### src/rtl/add_arbiter.sv
// add_arbiter: two-requester round-robin front end for one shared 32-bit
// adder. Stage S1 holds the granted operands and drives the external adder;
// stage S2 captures the adder result and presents it as the response.
module add_arbiter (
  input  logic        i_clk,
  input  logic        i_reset,
  input  logic        i_req0_valid,
  output logic        o_req0_ready,
  input  logic [31:0] i_req0_a,
  input  logic [31:0] i_req0_b,
  input  logic        i_req0_sub,
  input  logic        i_req1_valid,
  output logic        o_req1_ready,
  input  logic [31:0] i_req1_a,
  input  logic [31:0] i_req1_b,
  input  logic        i_req1_sub,
  output logic [31:0] o_add_a,
  output logic [31:0] o_add_b,
  output logic        o_add_cin,
  input  logic [31:0] i_add_sum,
  input  logic        i_add_cout,
  output logic        o_rsp_valid,
  output logic        o_rsp_id,
  output logic [31:0] o_rsp_sum,
  output logic        o_rsp_cout,
  input  logic        i_rsp_ready,
  output logic [15:0] o_cnt0,
  output logic [15:0] o_cnt1
);

  // Saturating 16-bit increment used by both acceptance counters.
  function automatic logic [15:0] sat_inc(input logic [15:0] val);
    logic [15:0] res;
    if (val == 16'hFFFF) begin
      res = val;
    end else begin
      res = val + 16'd1;
    end
    return res;
  endfunction

  // S1 operand stage
  logic        r_s1_valid;
  logic        r_s1_id;
  logic [31:0] r_s1_a;
  logic [31:0] r_s1_b;
  logic        r_s1_sub;
  // S2 result stage
  logic        r_s2_valid;
  logic        r_s2_id;
  logic [31:0] r_s2_sum;
  logic        r_s2_cout;
  // Round-robin pointer: requester favoured when both are valid
  logic        r_ptr;
  logic [15:0] r_cnt0;
  logic [15:0] r_cnt1;

  logic        w_s2_hold;
  logic        w_s1_free;
  logic        w_sel_valid;
  logic        w_sel_id;
  logic        w_req0_ready;
  logic        w_req1_ready;
  logic        w_accept;
  logic [31:0] w_sel_a;
  logic [31:0] w_sel_b;
  logic        w_sel_sub;

  // S2 stalls only when it holds a response the consumer is not taking;
  // S1 can take a new op if it is empty or is moving into S2 this cycle.
  assign w_s2_hold = r_s2_valid & ~i_rsp_ready;
  assign w_s1_free = ~r_s1_valid | ~w_s2_hold;

  // Grant selection: a lone requester always wins, contention uses the pointer.
  always_comb begin
    w_sel_valid = 1'b0;
    w_sel_id    = 1'b0;
    if (i_req0_valid && i_req1_valid) begin
      w_sel_valid = 1'b1;
      w_sel_id    = r_ptr;
    end else if (i_req0_valid) begin
      w_sel_valid = 1'b1;
      w_sel_id    = 1'b0;
    end else if (i_req1_valid) begin
      w_sel_valid = 1'b1;
      w_sel_id    = 1'b1;
    end else begin
      w_sel_valid = 1'b0;
      w_sel_id    = 1'b0;
    end
  end

  // Operand mux for the granted requester.
  always_comb begin
    w_sel_a   = 32'd0;
    w_sel_b   = 32'd0;
    w_sel_sub = 1'b0;
    if (w_sel_id) begin
      w_sel_a   = i_req1_a;
      w_sel_b   = i_req1_b;
      w_sel_sub = i_req1_sub;
    end else begin
      w_sel_a   = i_req0_a;
      w_sel_b   = i_req0_b;
      w_sel_sub = i_req0_sub;
    end
  end

  assign w_req0_ready = w_sel_valid & ~w_sel_id & w_s1_free;
  assign w_req1_ready = w_sel_valid &  w_sel_id & w_s1_free;
  assign w_accept     = w_req0_ready | w_req1_ready;

  assign o_req0_ready = w_req0_ready;
  assign o_req1_ready = w_req1_ready;

  // S1 register: load the granted op when free, otherwise hold.
  always_ff @(posedge i_clk) begin
    if (i_reset) begin
      r_s1_valid <= 1'b0;
      r_s1_id    <= 1'b0;
      r_s1_a     <= 32'd0;
      r_s1_b     <= 32'd0;
      r_s1_sub   <= 1'b0;
    end else if (w_s1_free) begin
      r_s1_valid <= w_accept;
      if (w_accept) begin
        r_s1_id  <= w_sel_id;
        r_s1_a   <= w_sel_a;
        r_s1_b   <= w_sel_b;
        r_s1_sub <= w_sel_sub;
      end else begin
        r_s1_id  <= r_s1_id;
        r_s1_a   <= r_s1_a;
        r_s1_b   <= r_s1_b;
        r_s1_sub <= r_s1_sub;
      end
    end else begin
      r_s1_valid <= r_s1_valid;
      r_s1_id    <= r_s1_id;
      r_s1_a     <= r_s1_a;
      r_s1_b     <= r_s1_b;
      r_s1_sub   <= r_s1_sub;
    end
  end

  // S2 register: capture the adder result from S1 unless stalled by the consumer.
  always_ff @(posedge i_clk) begin
    if (i_reset) begin
      r_s2_valid <= 1'b0;
      r_s2_id    <= 1'b0;
      r_s2_sum   <= 32'd0;
      r_s2_cout  <= 1'b0;
    end else if (!w_s2_hold) begin
      r_s2_valid <= r_s1_valid;
      r_s2_id    <= r_s1_id;
      r_s2_sum   <= i_add_sum;
      r_s2_cout  <= i_add_cout;
    end else begin
      r_s2_valid <= r_s2_valid;
      r_s2_id    <= r_s2_id;
      r_s2_sum   <= r_s2_sum;
      r_s2_cout  <= r_s2_cout;
    end
  end

  // Pointer moves to the other requester only when an op is actually accepted.
  always_ff @(posedge i_clk) begin
    if (i_reset) begin
      r_ptr <= 1'b0;
    end else if (w_accept) begin
      r_ptr <= ~w_sel_id;
    end else begin
      r_ptr <= r_ptr;
    end
  end

  // Per-requester saturating acceptance counters.
  always_ff @(posedge i_clk) begin
    if (i_reset) begin
      r_cnt0 <= 16'd0;
      r_cnt1 <= 16'd0;
    end else begin
      r_cnt0 <= (i_req0_valid & w_req0_ready) ? sat_inc(r_cnt0) : r_cnt0;
      r_cnt1 <= (i_req1_valid & w_req1_ready) ? sat_inc(r_cnt1) : r_cnt1;
    end
  end

  assign o_add_a     = r_s1_a;
  assign o_add_b     = r_s1_b;
  assign o_add_cin   = r_s1_sub;
  assign o_rsp_valid = r_s2_valid;
  assign o_rsp_id    = r_s2_id;
  assign o_rsp_sum   = r_s2_sum;
  assign o_rsp_cout  = r_s2_cout;
  assign o_cnt0      = r_cnt0;
  assign o_cnt1      = r_cnt1;

endmodule

### config.mk
export PLATFORM = sky130hd
export DESIGN_NAME = add_arbiter
export DESIGN_NICKNAME = d
export VERILOG_FILES = /design/src/rtl/add_arbiter.sv
export SDC_FILE = /design/constraint.sdc
export NUM_CORES = 1
export LEC_CHECK = 0
export BUFFER_PORTS_ARGS = -buffer_cell sky130_fd_sc_hd__buf_4
export CELL_PAD_IN_SITES_DETAIL_PLACEMENT = 1
export CELL_PAD_IN_SITES_GLOBAL_PLACEMENT = 1
export CORE_MARGIN = 5
export CORE_UTILIZATION = 31
export DETAILED_ROUTE_END_ITERATION = 16
export PLACE_DENSITY = 0.84
export SKIP_LAST_GASP = 1
export SYNTH_ARGS = -nofsm -noshare
export SYNTH_HDL_FRONTEND = slang
export SYNTH_SLANG_ARGS = --single-unit
### constraint.sdc
create_clock -name i_clk -period 2.5 [get_ports i_clk]
set_input_delay 0.5 -clock i_clk [delete_from_list [all_inputs] [get_ports i_clk]]
set_output_delay 0.5 -clock i_clk [all_outputs]
set_load 0.01 [all_outputs]
After elaboration in Yosys (flattened, before gate mapping)
Index checks and enable logic that the tools add are counted.
{"block": "op_classes", "n_addsub": 2, "eq_ne": 2, "n_mux": 8, "bitwise_logic": 15, "n_reduce_logical": 4}
{"cell": "$mux 32", "n": 2}
{"cell": "$add 16x1->16 const B", "n": 2}
{"cell": "$eq 16x16->1 const B", "n": 2}
{"cell": "$and 1x1->1", "n": 7}
{"cell": "$mux 1", "n": 6}
{"cell": "$not 1->1", "n": 6}
{"cell": "$reduce_and 2->1", "n": 3}
{"cell": "$or 1x1->1", "n": 2}
{"cell": "$logic_and 1x1->1", "n": 1}
{"block": "word_totals", "ff_bits": 135, "input_bits": 168, "word_cells": 43}

Logic depth before layout (Yosys ltp)
{"block": "logic_depth", "ltp_word": 8, "depth_mapped": 9, "ltp_nobuf": 6}

Worst setup path before layout
OpenSTA, ideal clock, no wires.
{"block": "synth_timing", "path_kind": "input-to-output", "from": "in i_req1_valid", "to": "out o_req0_ready", "arrival_ps": 1390, "slack_ps": 610, "path_stages": 6, "n_path_buf": 3, "path_cell_list": "buf_6 a21bo_2 nand2b_4 buf_6 inv_2 buf_4"}
{"block": "synth_via", "elab_chain_cells": 6, "word_cells_on_any_way": 9}
{"item": "from (decl)", "line_no": "12", "rtl": "input logic i_req1_valid,"}
{"item": "$mux 1", "line_no": "84", "rtl": "end else if (i_req1_valid) begin"}
{"item": "$mux 1", "line_no": "81", "rtl": "end else if (i_req0_valid) begin"}
{"item": "$mux 1", "line_no": "78", "rtl": "if (i_req0_valid && i_req1_valid) begin"}
{"item": "$not 1->1", "line_no": "109", "rtl": "assign w_req0_ready = w_sel_valid & ~w_sel_id & w_s1_free;"}
{"item": "$and 1x1->1 * (2 in a row)", "line_no": "109"}
{"item": "to (decl)", "line_no": "8", "rtl": "output logic o_req0_ready,"}
Every way passes the cells marked *; elsewhere a longest branch is shown, timed or not.

Worst setup path after layout
{"block": "layout_timing", "from": "reg r_ptr", "to": "out o_req0_ready"}
{"block": "layout_via", "elab_chain_cells": 4}
{"item": "from (decl)", "line_no": "54", "rtl": "logic r_ptr;"}
{"item": "from (signal assigned)", "line_no": "171", "rtl": "r_ptr <= ~w_sel_id;"}
{"item": "from (signal assigned)", "line_no": "173", "rtl": "r_ptr <= r_ptr;"}
{"item": "$mux 1", "line_no": "78"}
{"item": "$not 1->1", "line_no": "109"}
{"item": "$and 1x1->1 (2 in a row)", "line_no": "109"}
Every way passes these cells.

==> flow_summary_export.csv <==
group,metric,value,unit
synthesis,yosysWarnings,0,
cells_and_area,final_util,48.6,%
timing,skew,0.00571,ns
cells_and_area,fillers,2128,
clocking,post_cts_buffers,0,
route,wl,21.5,mm
synthesis,yosysMostFrequentCell,"nand2_1",
setup_path,slowest_delay,0.35,ns
route,drtAntennaViolNets,0,
global_routing,grt_max_degree,55,
pwr,power_density,705,mW/mm^2
setup_path,timing.critical_path.fanout_max,16,
timing,fin_tns_setup,0,ns
global_routing,grt_pass1_vias,5958,
timing,finalCritPeriodShare,90.1,%
setup_path,regToRegStartpoint,"o_cnt0[0]",
synthesis,yosys-top-cells-count,"140 x nand2_1, 135 x dfxtp_1, 91 x a21oi_1",
hold_path,hp-class,"in2reg",
pwr,internal-power,4570,uW
hold_path,hp-start,"i_add_sum[16]",
global_routing,track_usage,19.9,%
cells_and_area,insertedDiodeCount,0,
setup_path,path_class,"reg2out",
die,die_w,144,um
placed_design,port_buffers,301,
synthesis,post-synth-top-area-cell,"dfxtp_1",
route,first_pass_iters,4,
clocking,cts_hold_buffers,0,
timing,final-max-slew-violation-count,0,
pwr,peakVddDrop,474,uV
clocking,cts-root-buf,"clkbuf_16",
clocking,clockBufferDepth,2,
setup_path,r2r_end,"o_cnt0[7]",
timing,rsz0062_at_grt,"no",
route,remaining_drc_errors,0,
setup_path,worst-path-buf-inv,2,
clocking,cts_tree,"built",
die,pin_count,302,
global_routing,antenna_found_initial,0,
synthesis,synth.area.top_cells,"dfxtp_1 49%, nand2_1 9.4%, a21oi_1 8.2%, a22oi_1 6.6%, nor2_1 3.4%",
cells_and_area,regArea,0.00270,mm^2
global_routing,grt_pass1_wl,32.3,mm
cells_and_area,multi_input_area,0.00262,mm^2
clocking,cts_max_level,4,
hold_path,holdPathEnd,"o_rsp_sum[16]",
die,rows,49,
pwr,p_sw_share,25.2,%
pwr,switchingPower,1540,uW
synthesis,synth_top_area_share,48.6,%
clocking,post_cts_resized,0,
placed_design,place_hpwl,15.7,mm
die,coreArea,0.0178,mm^2
timing,maxSlewHeadroom,61.5,%
hold_path,hold_path_depth,3,
route,vias,5937,
cells_and_area,layout-drive-gt1-share,38.0,%
clocking,clock_latency,0.42,ns
synthesis,synthArstFlopShare,0,%
die,die_area,0.0207,mm^2
setup_path,slowest_stage,"inv_2",
setup_path,worst_setup_path_start_kind,"flip-flop",
clocking,cts.clk_slew.worst_paths,0.06,ns
setup_path,reg2reg_depth,6,
pwr,comb_power_share,15.3,%
route,avgRoutedWirePerCell,18.1,um
status,status,"completed",
synthesis,synth_top_flop_cell,"dfxtp_1",
timing,min_period,2.25,ns
synthesis,synthCells,659,
synthesis,ys_types,41,
die,die_y,144,um
cells_and_area,syn2layout_area_growth,55.8,%
setup_path,cp.required,2.00,ns
global_routing,grt.overflow.total,0,
cells_and_area,final_nets,1114,
synthesis,synthesis.area,0.00556,mm^2
pwr,p_seq_share,38.8,%
pwr,p_clk_share,45.8,%
die,initial_core_util,31.2,%
flow_run,cap_violations,0,
setup_path,path_cells,"a21bo_2 -> nand2b_4 -> inv_2 -> buf_4",
route,drtIter0Drc,295,
setup_path,end_kind,"primary output",
clocking,clkSinkCount,135,
clocking,numCtsBuffers,17,
pwr,power.leakage,0.00381,uW
timing,fmax,444,MHz
synthesis,synth_nets,829,
placed_design,finalWeightedCongestion,0.785,
timing,setup_viol,0,
synthesis,syn_avg_cell_area,8.44,um^2
timing,worst-slew-pin-transition,0.578,ns
synthesis,synth_edf_count,0,
setup_path,worstPathArrival,1.75,ns
setup_path,crit_family,"buffers and inverters",
route,via_per_inst,5.01,
synthesis,synth-seq-cells,135,
setup_path,r2r_setup_slack,0.49,ns
synthesis,synth_seq_area_share,48.6,%
timing,final_hold_viol_count,0,
-- how the worst max path moves through the flow --
stage | start | end | slack (ns) | cells past startpoint
6_report | r_ptr | o_req0_ready | 0.25 | 4
5_1_grt | r_ptr | o_req0_ready | 0.17 | 4
4_1_cts | r_ptr | o_req0_ready | 0.22 | 4
3_5_place_dp | i_req1_valid | o_cnt0[4] | 0.28 | 7
3_3_place_gp | i_req1_valid | o_cnt0[4] | 0.35 | 7
2_1_floorplan | i_req1_valid | o_req0_ready | 0.61 | 6
-- state kept, by name (all words and copies together) (netlist names) --
signal       flops
o_rsp_cout       1
o_rsp_valid      1
o_rsp_sum       32
o_cnt1          16
o_rsp_id         1
o_cnt0          16
r_ptr            1
r_s1_valid       1
o_add_b         32
r_s1_id          1
o_add_a         32
o_add_cin        1
-- power groups by stage --
stage / Clock [uW] / Sequential [uW] / Combinational [uW]
floorplan: 0 / 2480 / 348
global placement: 0 / 2420 / 931
detailed placement: 0 / 2420 / 946
CTS: 2870 / 2370 / 951
global route: 2960 / 2390 / 1020
finish: 2800 / 2370 / 938
-- per-layer routing --
| layer | global-route usage, % | up-vias | routed length [um] |
|---|---|---|---|
| met4 | 8.52 | 0 | 676 |
| met2 | 33.5 | 219 | 10600 |
| li1 | - | 2891 | - |
| met5 | 0 | - | 0 |
| met3 | 5.79 | 40 | 1710 |
| met1 | 23.6 | 2787 | 8480 |
-- placed cells by master, fill, tap and decap left out, types with 6 or more instances in the layout --
cell and n:
dfxtp_1 135, a22oi_1 49, nand3_1 32, xnor2_1 20, a311oi_1 16, nand4_1 10
and4_1 6, clkbuf_16 17, nor3_1 8, a21oi_1 91, nor4_1 6, nand2_1 140
nor2_1 51, buf_4 313
-- tightest hold or removal path: cells and delay by family --
family | cells | cell delay, ns
buffers and inverters | 1 | 0.11
AO/OA/AOI/OAI | 1 | 0.05
AND/OR/NAND/NOR | 1 | 0.04
-- cells by family after synthesis --
family	after synthesis	synth area share, %
AO/OA/AOI/OAI	163	18.2
flip-flops	135	48.6
multiplexers	1	0.202
AND/OR/NAND/NOR	282	24.2
adder cells (fa/ha/maj)	2	0.450
buffers and inverters	51	4.45
XOR/XNOR	25	3.94
-- area by class of cell --
class | instances | share of cell area, %
inverter | 2 | 0.0866
tap | 229 | 3.30
clock inverter | 14 | 2.57
clock buffer | 18 | 5.07
timing repair buffer | 315 | 27.6
sequential | 135 | 31.2
multi-input combinational | 473 | 30.2
-- stage by stage --
step	setup slack [ns]	std cells	total power (uW)	hold slack, ns	area, um^2
floorplan	0.610	659	2820	0.437	5560
global placement	0.350	1154	3350	0.439	8010
detailed placement	0.280	1154	3370	0.444	8010
CTS	0.215	1186	6200	0.310	8670
global route	0.171	1186	6380	0.317	8670
finish	0.248	1186	6120	0.330	8670
Power figures use the tool's default switching activity.
